File: src/rtl/wfg_wishbone_pkg.sv
// -----------------------------------------------------------------------------
// wfg_wishbone_pkg
// Shared constants for the waveform-generator Wishbone register file:
// register word indices, CTRL bit positions, the minimum register count and
// the bus byte-lane width.
// -----------------------------------------------------------------------------
package wfg_wishbone_pkg;

    // Bits per Wishbone byte lane.
    localparam int BYTE_W = 8;

    // Smallest legal register count: CTRL, STATUS, IRQEN and one CFG word.
    localparam int NREG_MIN = 4;

    // Word indices (byte address >> 2).
    localparam int IDX_CTRL   = 0;
    localparam int IDX_STATUS = 1;
    localparam int IDX_IRQEN  = 2;
    localparam int IDX_CFG0   = 3;

    // CTRL bit positions.
    localparam int CTRL_EN_BIT      = 0;
    localparam int CTRL_UPDATE_BIT  = 1;
    localparam int CTRL_PENDING_BIT = 2;

endpackage : wfg_wishbone_pkg

File: src/rtl/wfg_wishbone_bytewrite.sv
// -----------------------------------------------------------------------------
// wfg_wishbone_bytewrite
// One register word whose byte lanes are written independently.
// Ports:
//   clk, rst  clock and asynchronous active-high reset
//   we        write strobe for this word
//   sel       byte-lane enables, one bit per BYTE_W bits of d
//   d         write data
//   q         current register value
// -----------------------------------------------------------------------------
module wfg_wishbone_bytewrite
    import wfg_wishbone_pkg::*;
#(
    parameter int W = 32
) (
    input  logic                clk,
    input  logic                rst,
    input  logic                we,
    input  logic [W/BYTE_W-1:0] sel,
    input  logic [W-1:0]        d,
    output logic [W-1:0]        q
);

    // NOTE: state is updated with non-blocking assignments so every flop
    // samples pre-edge values regardless of block evaluation order.
    always_ff @(posedge clk or posedge rst) begin
        if (rst) begin
            q <= '0;
        end else if (we) begin
            for (int b = 0; b < W / BYTE_W; b++) begin
                if (sel[b]) q[b*BYTE_W +: BYTE_W] <= d[b*BYTE_W +: BYTE_W];
            end
        end
    end

endmodule : wfg_wishbone_bytewrite

File: src/rtl/wfg_wishbone_regfile.sv
// -----------------------------------------------------------------------------
// wfg_wishbone_regfile
// Wishbone slave register file for the waveform generator core.
//   word 0  CTRL    bit0 EN (RW), bit1 UPDATE (write-only pulse), bit2 PENDING (RO)
//   word 1  STATUS  sticky event bits, write 1 to clear
//   word 2  IRQEN   interrupt enables for STATUS
//   word 3+ CFG     shadowed configuration; shadows commit to the active copy
//                   on sync_i (or immediately while EN=0) after UPDATE
// Ports:
//   wb_clk_i, wb_rst_i           clock, asynchronous active-high reset
//   wbs_cyc_i/stb_i/we_i/sel_i/adr_i/dat_i   Wishbone request
//   wbs_ack_o, wbs_err_o, wbs_dat_o           registered response
//   sync_i        core frame boundary pulse
//   evt_i         core event pulses
//   ctrl_en_q_o   CTRL.EN
//   cfg_q_o       active CFG words, word 3 in the LSBs
//   irq_o         registered interrupt
// -----------------------------------------------------------------------------
module wfg_wishbone_regfile
    import wfg_wishbone_pkg::*;
#(
    parameter int BUSW = 32,
    parameter int NREG = 8,
    parameter int NEVT = 8
) (
    input  logic                        wb_clk_i,
    input  logic                        wb_rst_i,
    input  logic                        wbs_cyc_i,
    input  logic                        wbs_stb_i,
    input  logic                        wbs_we_i,
    input  logic [BUSW/8-1:0]           wbs_sel_i,
    input  logic [BUSW-1:0]             wbs_adr_i,
    input  logic [BUSW-1:0]             wbs_dat_i,
    output logic                        wbs_ack_o,
    output logic                        wbs_err_o,
    output logic [BUSW-1:0]             wbs_dat_o,
    input  logic                        sync_i,
    input  logic [NEVT-1:0]             evt_i,
    output logic                        ctrl_en_q_o,
    output logic [(NREG-3)*BUSW-1:0]    cfg_q_o,
    output logic                        irq_o
);

    localparam int NCFG = NREG - IDX_CFG0;
    localparam int IW   = BUSW - 2;

    if (NREG < NREG_MIN) begin : g_nreg_check
        $error("wfg_wishbone_regfile: NREG below minimum");
    end

    logic [IW-1:0]          word_idx;
    logic                   addr_ok;
    logic                   done;
    logic                   req, wr, rd;
    logic                   wr_ctrl, wr_status, wr_irqen;
    logic                   update_wr, commit;
    logic                   en, pending;
    logic [NEVT-1:0]        status, irqen, status_clr;
    logic [NCFG*BUSW-1:0]   cfg_shadow, cfg_active;
    logic [BUSW-1:0]        read_data;

    assign word_idx = wbs_adr_i[BUSW-1:2];
    assign addr_ok  = (wbs_adr_i[1:0] == 2'b00) && (word_idx < IW'(NREG));

    // 'done' remembers that the strobe currently held has already been
    // answered; it covers the ack/err cycle and any cycles the master keeps
    // stb high afterwards, so one strobe is one transfer.
    assign req = wbs_cyc_i & wbs_stb_i & ~done;
    assign wr  = req &  wbs_we_i & addr_ok;
    assign rd  = req & ~wbs_we_i & addr_ok;

    assign wr_ctrl   = wr && (word_idx == IW'(IDX_CTRL));
    assign wr_status = wr && (word_idx == IW'(IDX_STATUS));
    assign wr_irqen  = wr && (word_idx == IW'(IDX_IRQEN));

    assign update_wr = wr_ctrl & wbs_sel_i[0] & wbs_dat_i[CTRL_UPDATE_BIT];
    assign commit    = pending & (sync_i | ~en);

    // NOTE: every variable driven from always_comb gets a default first, so
    // no path leaves it unassigned and no latch is inferred.
    always_comb begin
        status_clr = '0;
        for (int i = 0; i < NEVT; i++) begin
            status_clr[i] = wr_status & wbs_sel_i[i/BYTE_W] & wbs_dat_i[i];
        end
    end

    always_comb begin
        read_data = '0;
        if (word_idx == IW'(IDX_CTRL)) begin
            read_data[CTRL_EN_BIT]      = en;
            read_data[CTRL_PENDING_BIT] = pending;
        end else if (word_idx == IW'(IDX_STATUS)) begin
            read_data[NEVT-1:0] = status;
        end else if (word_idx == IW'(IDX_IRQEN)) begin
            read_data[NEVT-1:0] = irqen;
        end else begin
            for (int i = 0; i < NCFG; i++) begin
                if (word_idx == IW'(IDX_CFG0 + i)) read_data = cfg_shadow[i*BUSW +: BUSW];
            end
        end
    end

    // Shadow CFG words: written by the bus, read back by the bus.
    for (genvar g = 0; g < NCFG; g++) begin : g_cfg
        wfg_wishbone_bytewrite #(.W(BUSW)) u_word (
            .clk (wb_clk_i),
            .rst (wb_rst_i),
            .we  (wr && (word_idx == IW'(IDX_CFG0 + g))),
            .sel (wbs_sel_i),
            .d   (wbs_dat_i),
            .q   (cfg_shadow[g*BUSW +: BUSW])
        );
    end

    always_ff @(posedge wb_clk_i or posedge wb_rst_i) begin
        if (wb_rst_i) begin
            done       <= 1'b0;
            wbs_ack_o  <= 1'b0;
            wbs_err_o  <= 1'b0;
            wbs_dat_o  <= '0;
            en         <= 1'b0;
            pending    <= 1'b0;
            status     <= '0;
            irqen      <= '0;
            cfg_active <= '0;
            irq_o      <= 1'b0;
        end else begin
            done      <= wbs_cyc_i & wbs_stb_i;
            wbs_ack_o <= req &  addr_ok;
            wbs_err_o <= req & ~addr_ok;
            wbs_dat_o <= rd ? read_data : '0;

            if (wr_ctrl && wbs_sel_i[0]) en <= wbs_dat_i[CTRL_EN_BIT];

            // A fresh UPDATE wins over a commit landing in the same cycle.
            if (update_wr)   pending <= 1'b1;
            else if (commit) pending <= 1'b0;

            // Takes the shadow as it was before any write at this same edge.
            if (commit) cfg_active <= cfg_shadow;

            // Set beats clear when an event and a W1C write coincide.
            status <= (status & ~status_clr) | evt_i;

            if (wr_irqen) begin
                for (int i = 0; i < NEVT; i++) begin
                    if (wbs_sel_i[i/BYTE_W]) irqen[i] <= wbs_dat_i[i];
                end
            end

            irq_o <= |(status & irqen);
        end
    end

    assign ctrl_en_q_o = en;
    assign cfg_q_o     = cfg_active;

endmodule : wfg_wishbone_regfile

File: config.mk
export PLATFORM = sky130hd
export DESIGN_NAME = wfg_wishbone_regfile
export DESIGN_NICKNAME = d
export VERILOG_FILES = /design/src/rtl/wfg_wishbone_pkg.sv /design/src/rtl/wfg_wishbone_bytewrite.sv /design/src/rtl/wfg_wishbone_regfile.sv
export SDC_FILE = /design/constraint.sdc
export NUM_CORES = 1
export LEC_CHECK = 0
export CELL_PAD_IN_SITES_DETAIL_PLACEMENT = 0
export CELL_PAD_IN_SITES_GLOBAL_PLACEMENT = 2
export CORE_AREA = 2 2 201 203
export CTS_BUF_LIST = sky130_fd_sc_hd__clkbuf_8
export CTS_CLUSTER_SIZE = 16
export DETAILED_ROUTE_END_ITERATION = 16
export DIE_AREA = 0 0 203 205
export PLACE_DENSITY_LB_ADDON = 0.25
export SKIP_LAST_GASP = 1
export SYNTH_ARGS = -nofsm -noshare
export SYNTH_HDL_FRONTEND = slang
export SYNTH_HIERARCHICAL = 1
export SYNTH_SLANG_ARGS = --single-unit
File: constraint.sdc
create_clock -name wb_clk_i -period 12.7 [get_ports wb_clk_i]
set_clock_uncertainty 0.2 [all_clocks]
set_input_delay 3.81 -clock wb_clk_i [delete_from_list [all_inputs] [get_ports wb_clk_i]]
set_output_delay 3.81 -clock wb_clk_i [all_outputs]
set_load 0.1 [all_outputs]
# After elaboration in Yosys (flattened, before gate mapping)
# Cells that the tools add are included.
# classes
n_eq_ne,7
n_mux,16
n_reduce_logical,35
magnitude_cmp,1
bitwise,29
# ops
operator,count
$mux W32,6
$eq A30 B3 Y1 const B,4
$eq A30 B2 Y1 const B,2
$mux W24,2
$reduce_and A2 Y1,21
$eq A30 B1 Y1 const B,1
$logic_not A30 Y1,1
$lt A30 B4 Y1 const B,1
$mux W29,1
$and A1 B1 Y1,20
$and A8 B8 Y8,2
$mux W8,2
$logic_and A1 B1 Y1,10
$not A8 Y8,1
$or A8 B8 Y8,1
$reduce_or A8 Y1,1
$mux W1,5
$not A1 Y1,4
$logic_not A2 Y1,1
$reduce_bool A2 Y1,1
$or A1 B1 Y1,1
# word_totals
register_bits,374
in_bits,82
output_inout_bits,196
word_cells,118

# Logic depth before layout (Yosys ltp)
# depth
word_depth,10
mapped_depth,8
ltp_nobuf,6

# Cells and area by module
# Netlist, hierarchy kept.
# by_module_without_submodules
mod,seq_area_each_um2,instances,cells_each,area_per_inst_um2
wfg_wishbone_regfile,5355.1,1,793,9965.8
wfg_wishbone_bytewrite,800.8,5,69,1189.9

# Least setup slack after synthesis
# Ideal clock, no wire load.
# synth_timing
path_type,in2reg
start,in wbs_adr_i[30]
end,reg g_cfg[0].u_word.q[10]
n_path_buf,2
t_required_ns,12.375
arrival_time_ns,6.032
path_stages,8
setup_ns,0.125
slack_ns,6.343
path_cell_list,nor4_1 and4_1 buf_2 nand2_1 buf_2 nor4b_1 nand2_2 mux2_2
# synth_via
elab_chain_len,5
elab_cells_between_ends,6
classes_between,1 x order compare; 1 x eq/ne; 1 x bitwise; 3 x reduce/logical
# synth_lines
item,line_no,text
start: declaration,wfg_wishbone_regfile.sv:32,"input logic [BUSW-1:0] wbs_adr_i,"
$lt A30 B4 Y1,wfg_wishbone_regfile.sv:63,assign addr_ok = (wbs_adr_i[1:0] == 2'b00) && (word_idx < IW'(NREG));
$logic_and A1 B1 Y1,wfg_wishbone_regfile.sv:63,
$and A1 B1 Y1,wfg_wishbone_regfile.sv:69,assign wr = req & wbs_we_i & addr_ok;
$logic_and A1 B1 Y1 (*),wfg_wishbone_regfile.sv:109,".we (wr && (word_idx == IW'(IDX_CFG0 + g))),"
$reduce_and A2 Y1 (no source line) (*),--,
end signal: indexed assignment,wfg_wishbone_bytewrite.sv:31,if (sel[b]) q[b*BYTE_W +: BYTE_W] <= d[b*BYTE_W +: BYTE_W];
end: declaration,wfg_wishbone_bytewrite.sv:21,output logic [W-1:0] q
# Mark *: on every way between the ends. The rest lies on a longest branch, timed or not.
# A chain may end at the register's enable or synchronous reset.

# Final worst setup path
# layout_timing
start,in sync_i
end,reg cfg_active[120] (netlist: cfg_q_o[120])
# layout_via
elab_chain_len,2
# layout_lines
item,line_no,text
start: declaration,wfg_wishbone_regfile.sv:37,"input logic sync_i,"
$or A1 B1 Y1,wfg_wishbone_regfile.sv:77,assign commit = pending & (sync_i | ~en);
$and A1 B1 Y1,wfg_wishbone_regfile.sv:77,
end signal: assignment,wfg_wishbone_regfile.sv:141,if (commit) cfg_active <= cfg_shadow;
end: declaration,wfg_wishbone_regfile.sv:59,"logic [NCFG*BUSW-1:0] cfg_shadow, cfg_active;"
# No other way between the ends.

==> key figures <==
Route
  • WL final: 44140 microns
  • DR pass1 iterations: 5
  • Avg WL per Cell: 22.09 microns
  • DRT iter0 DRCs: 529
  • WL met3: 2755 microns
  • DR WL met2: 20320 microns
  • Metal-1 WL: 19920 microns
  • Drt drc: 0
  • Post-DRT Antenna Nets: 0
  • Highest routed layer: met5
  • Vias/cell: 5.252
  • DR vias: 10.49k

STA
  • Fmax: 0.1443 GHz
  • Worst-margin pin slew: 1.131 ns
  • RSZ-0062 raised after global routing: false
  • Setup TNS: 0 ns
  • Final Hold Viols: 0
  • Crit path time final: 6.931 ns
  • Worst relative slew slack: 0.2439
  • Final period util: 0.5458
  • Final worst slack: 5.769 ns
  • Setup Viol. Count Final: 0
  • Pins Over Slew Limit: 0

Floorplanning
  • Rows: 73
  • Initial Util: 0.4043
  • Die area: 41620 sq um
  • Num ports: 278
  • Core ar.: 39370 sq um
  • Die X-Extent: 203 microns
  • Die Y-Extent: 205 microns

GRT
  • Vias in the first global route: 11.14k
  • Largest net degree at the start of global routing: 106
  • First-pass GRT wire length: 67800 microns
  • Initial antenna violation count: 2
  • Grt ovf: 0
  • Global Route Usage Sum: 0.2158

Yosys
  • Syn Nets: 1220
  • Register area share after synthesis: 0.5881
  • Ys flop type: dfrtp_1
  • Mapped cell area: 15920 sq um
  • Number of distinct library cells after synthesis: 50
  • Post-synth top cells: dfrtp_1 (374), mux2_2 (332), nand2_1 (56)
  • Flops & latches, synth: 374
  • Area contributors post-synth: dfrtp_1 (59%), mux2_2 (23%), a2111oi_4 (3.5%)
  • Post-synth EDFFs: 0
  • Mapped Cells: 1138
  • Synth warnings: 6
  • Area leader, netlist: dfrtp_1
  • Top-count cell post-synth: dfrtp_1
  • Fraction of registers with async set/reset: 1.000
  • Post-synth top area share: 0.5881
  • Syn Area/Cell: 13.99 sq um

Placed design
  • Place WS: 5.093 ns
  • Placed cell areas: 19170 sq um
  • Routability cong.: 0.7642
  • IO buf count: 277
  • DP HPWL: 28850 microns

Power and ir drop
  • LEAKAGE: 9.527 nW
  • VDD IR max: 70.59 uV
  • Power Density: 115.4 nW/um^2

Worst setup path
  • Startpoint types: input pin
  • Crit Path Max Fanout: 81
  • Crit path DAT: 7.25 ns
  • Kind of critical path: input pin to flop
  • CP endpoint kind: flop
  • CP required: 13.02 ns

Hold path
  • Hold Path Class: flop to flop

CTS
  • CTS tree: yes
  • Clock Sinks: 374
  • Post-CTS Hold Fix Bufs: 0
  • Clock-pin slew on the worst setup and hold paths: 0.06 ns
  • Worst-Skew Late Latency: 0.64 ns
  • CTS Buf Count: 61
  • CTS H-tree lvls: 2
  • Clock root buffer: clkbuf_8
  • CTS resizes: 0
  • Longest Clk Path Bufs: 3
  • Post-CTS Setup Inserts: 0

Layout
  • Area Growth Syn to Fin: 28.23%
  • Finished Cell Area: 20410 sq um
  • Layout net count: 1514
  • Layout cell share with drive strength beyond 1: 0.3340
  • Diodes inserted: 0

Run
  • Max-Cap Viols: 0

Run status
  • Status: complete, no violations
-- registers in the layout (all words and copies together) (netlist names) --
name            count
g_cfg.u_word/q    160
wbs_ack_o           1
status              8
wbs_err_o           1
irqen               8
wbs_dat_o          32
cfg_q_o           160
irq_o               1
pending             1
done                1
ctrl_en_q_o         1
-- kinds of logic (layout without fill, tap and decap cells) --
kind of cell | after synthesis | after routing | share of synthesized area
buffers and inverters | 97 | 432 | 0.02767
and+or+nand+nor | 184 | 184 | 0.06282
muxes | 339 | 339 | 0.2409
AOI/OAI and AO/OA | 144 | 144 | 0.08058
DFF | 374 | 374 | 0.5881
-- report_power, final --
group	switching (mW)	internal (mW)
registers	0.000143	1.19
logic	0.0741	0.0351
clock network	0.471	0.582
total	0.545	1.81
-- layout by cell type, fill, tap and decap left out, types with 2 or more instances in the layout --
master,instances
a21oi_1,29
mux2i_1,5
clkbuf_8,81
mux2_2,332
nor2b_1,3
o22a_1,2
dfrtp_1,374
and3_1,25
and4_1,2
nor4b_2,2
a222oi_1,2
inv_2,5
nand3b_1,2
nand3_1,8
a22oi_1,4
nand4_1,4
nor2_1,24
a221oi_1,4
clkdlybuf4s50_1,274
a211o_1,3
a2111oi_4,20
nand2_1,56
a2111oi_0,4
o2bb2ai_1,2
nor3_4,2
nor3_1,8
mux4_2,2
o22ai_1,5
inv_1,50
buf_4,11
nor4_2,4
and3b_1,2
nor4_1,9
clkinv_2,6
nand2b_1,6
a311oi_1,2
nand2_2,20
o21ai_0,55
a31oi_1,9
-- per-layer routing --
layer	track usage	up-vias
met1	0.2945	5376
met2	0.3367	328
met5	0	-
li1	-	4703
met4	0.07664	4
met3	0.05186	83
-- worst paths after layout --
path                       cells past startpoint                startpoint                        to  slack (ns)
setup / recovery                               5                    sync_i  cfg_q_o[120]$_DFFE_PP0P_        5.77
setup reg to reg                               5   ctrl_en_q_o$_DFFE_PP0P_  cfg_q_o[120]$_DFFE_PP0P_        8.86
hold reg to reg                                2  cfg_q_o[145]$_DFFE_PP0P_  cfg_q_o[145]$_DFFE_PP0P_        0.28
hold / removal                                 2  cfg_q_o[145]$_DFFE_PP0P_  cfg_q_o[145]$_DFFE_PP0P_        0.28
max in group asynchronous                      3                  wb_rst_i  cfg_q_o[131]$_DFFE_PP0P_        7.20
min in group asynchronous                      2                  wb_rst_i   cfg_q_o[16]$_DFFE_PP0P_        3.74
-- metrics by stage --
step / hold slack [ns] / total power, mW / instances / utilization
after floorplan: 0.2794 / 1.266 / 1138 / -
after global placement: 0.2651 / 1.325 / 1894 / 0.4870
after detailed placement: 0.2721 / 1.326 / 1894 / 0.4870
after CTS: 0.2855 / 2.390 / 1998 / 0.5184
after global routing: 0.3092 / 2.454 / 1998 / 0.5184
final: 0.2800 / 2.355 / 1998 / 0.5184
-- final cells by class --
cell class	count	area (sq um)
fillers	3427	18960
clock inverters	23	123.9
inverters	42	165.2
multi-input cells	667	6158
clock buffers	81	1115
flip-flops and latches	374	9359
well taps	525	656.9
repair buffers	286	2830
-- critical path, cell delays in order --
cell	delay [ns]
clkdlybuf4s50_1	0.45
o21ai_4	0.63
buf_4	0.82
buf_4	0.88
mux2_2	0.41
Note: power is estimated with default switching activity, not from simulation.
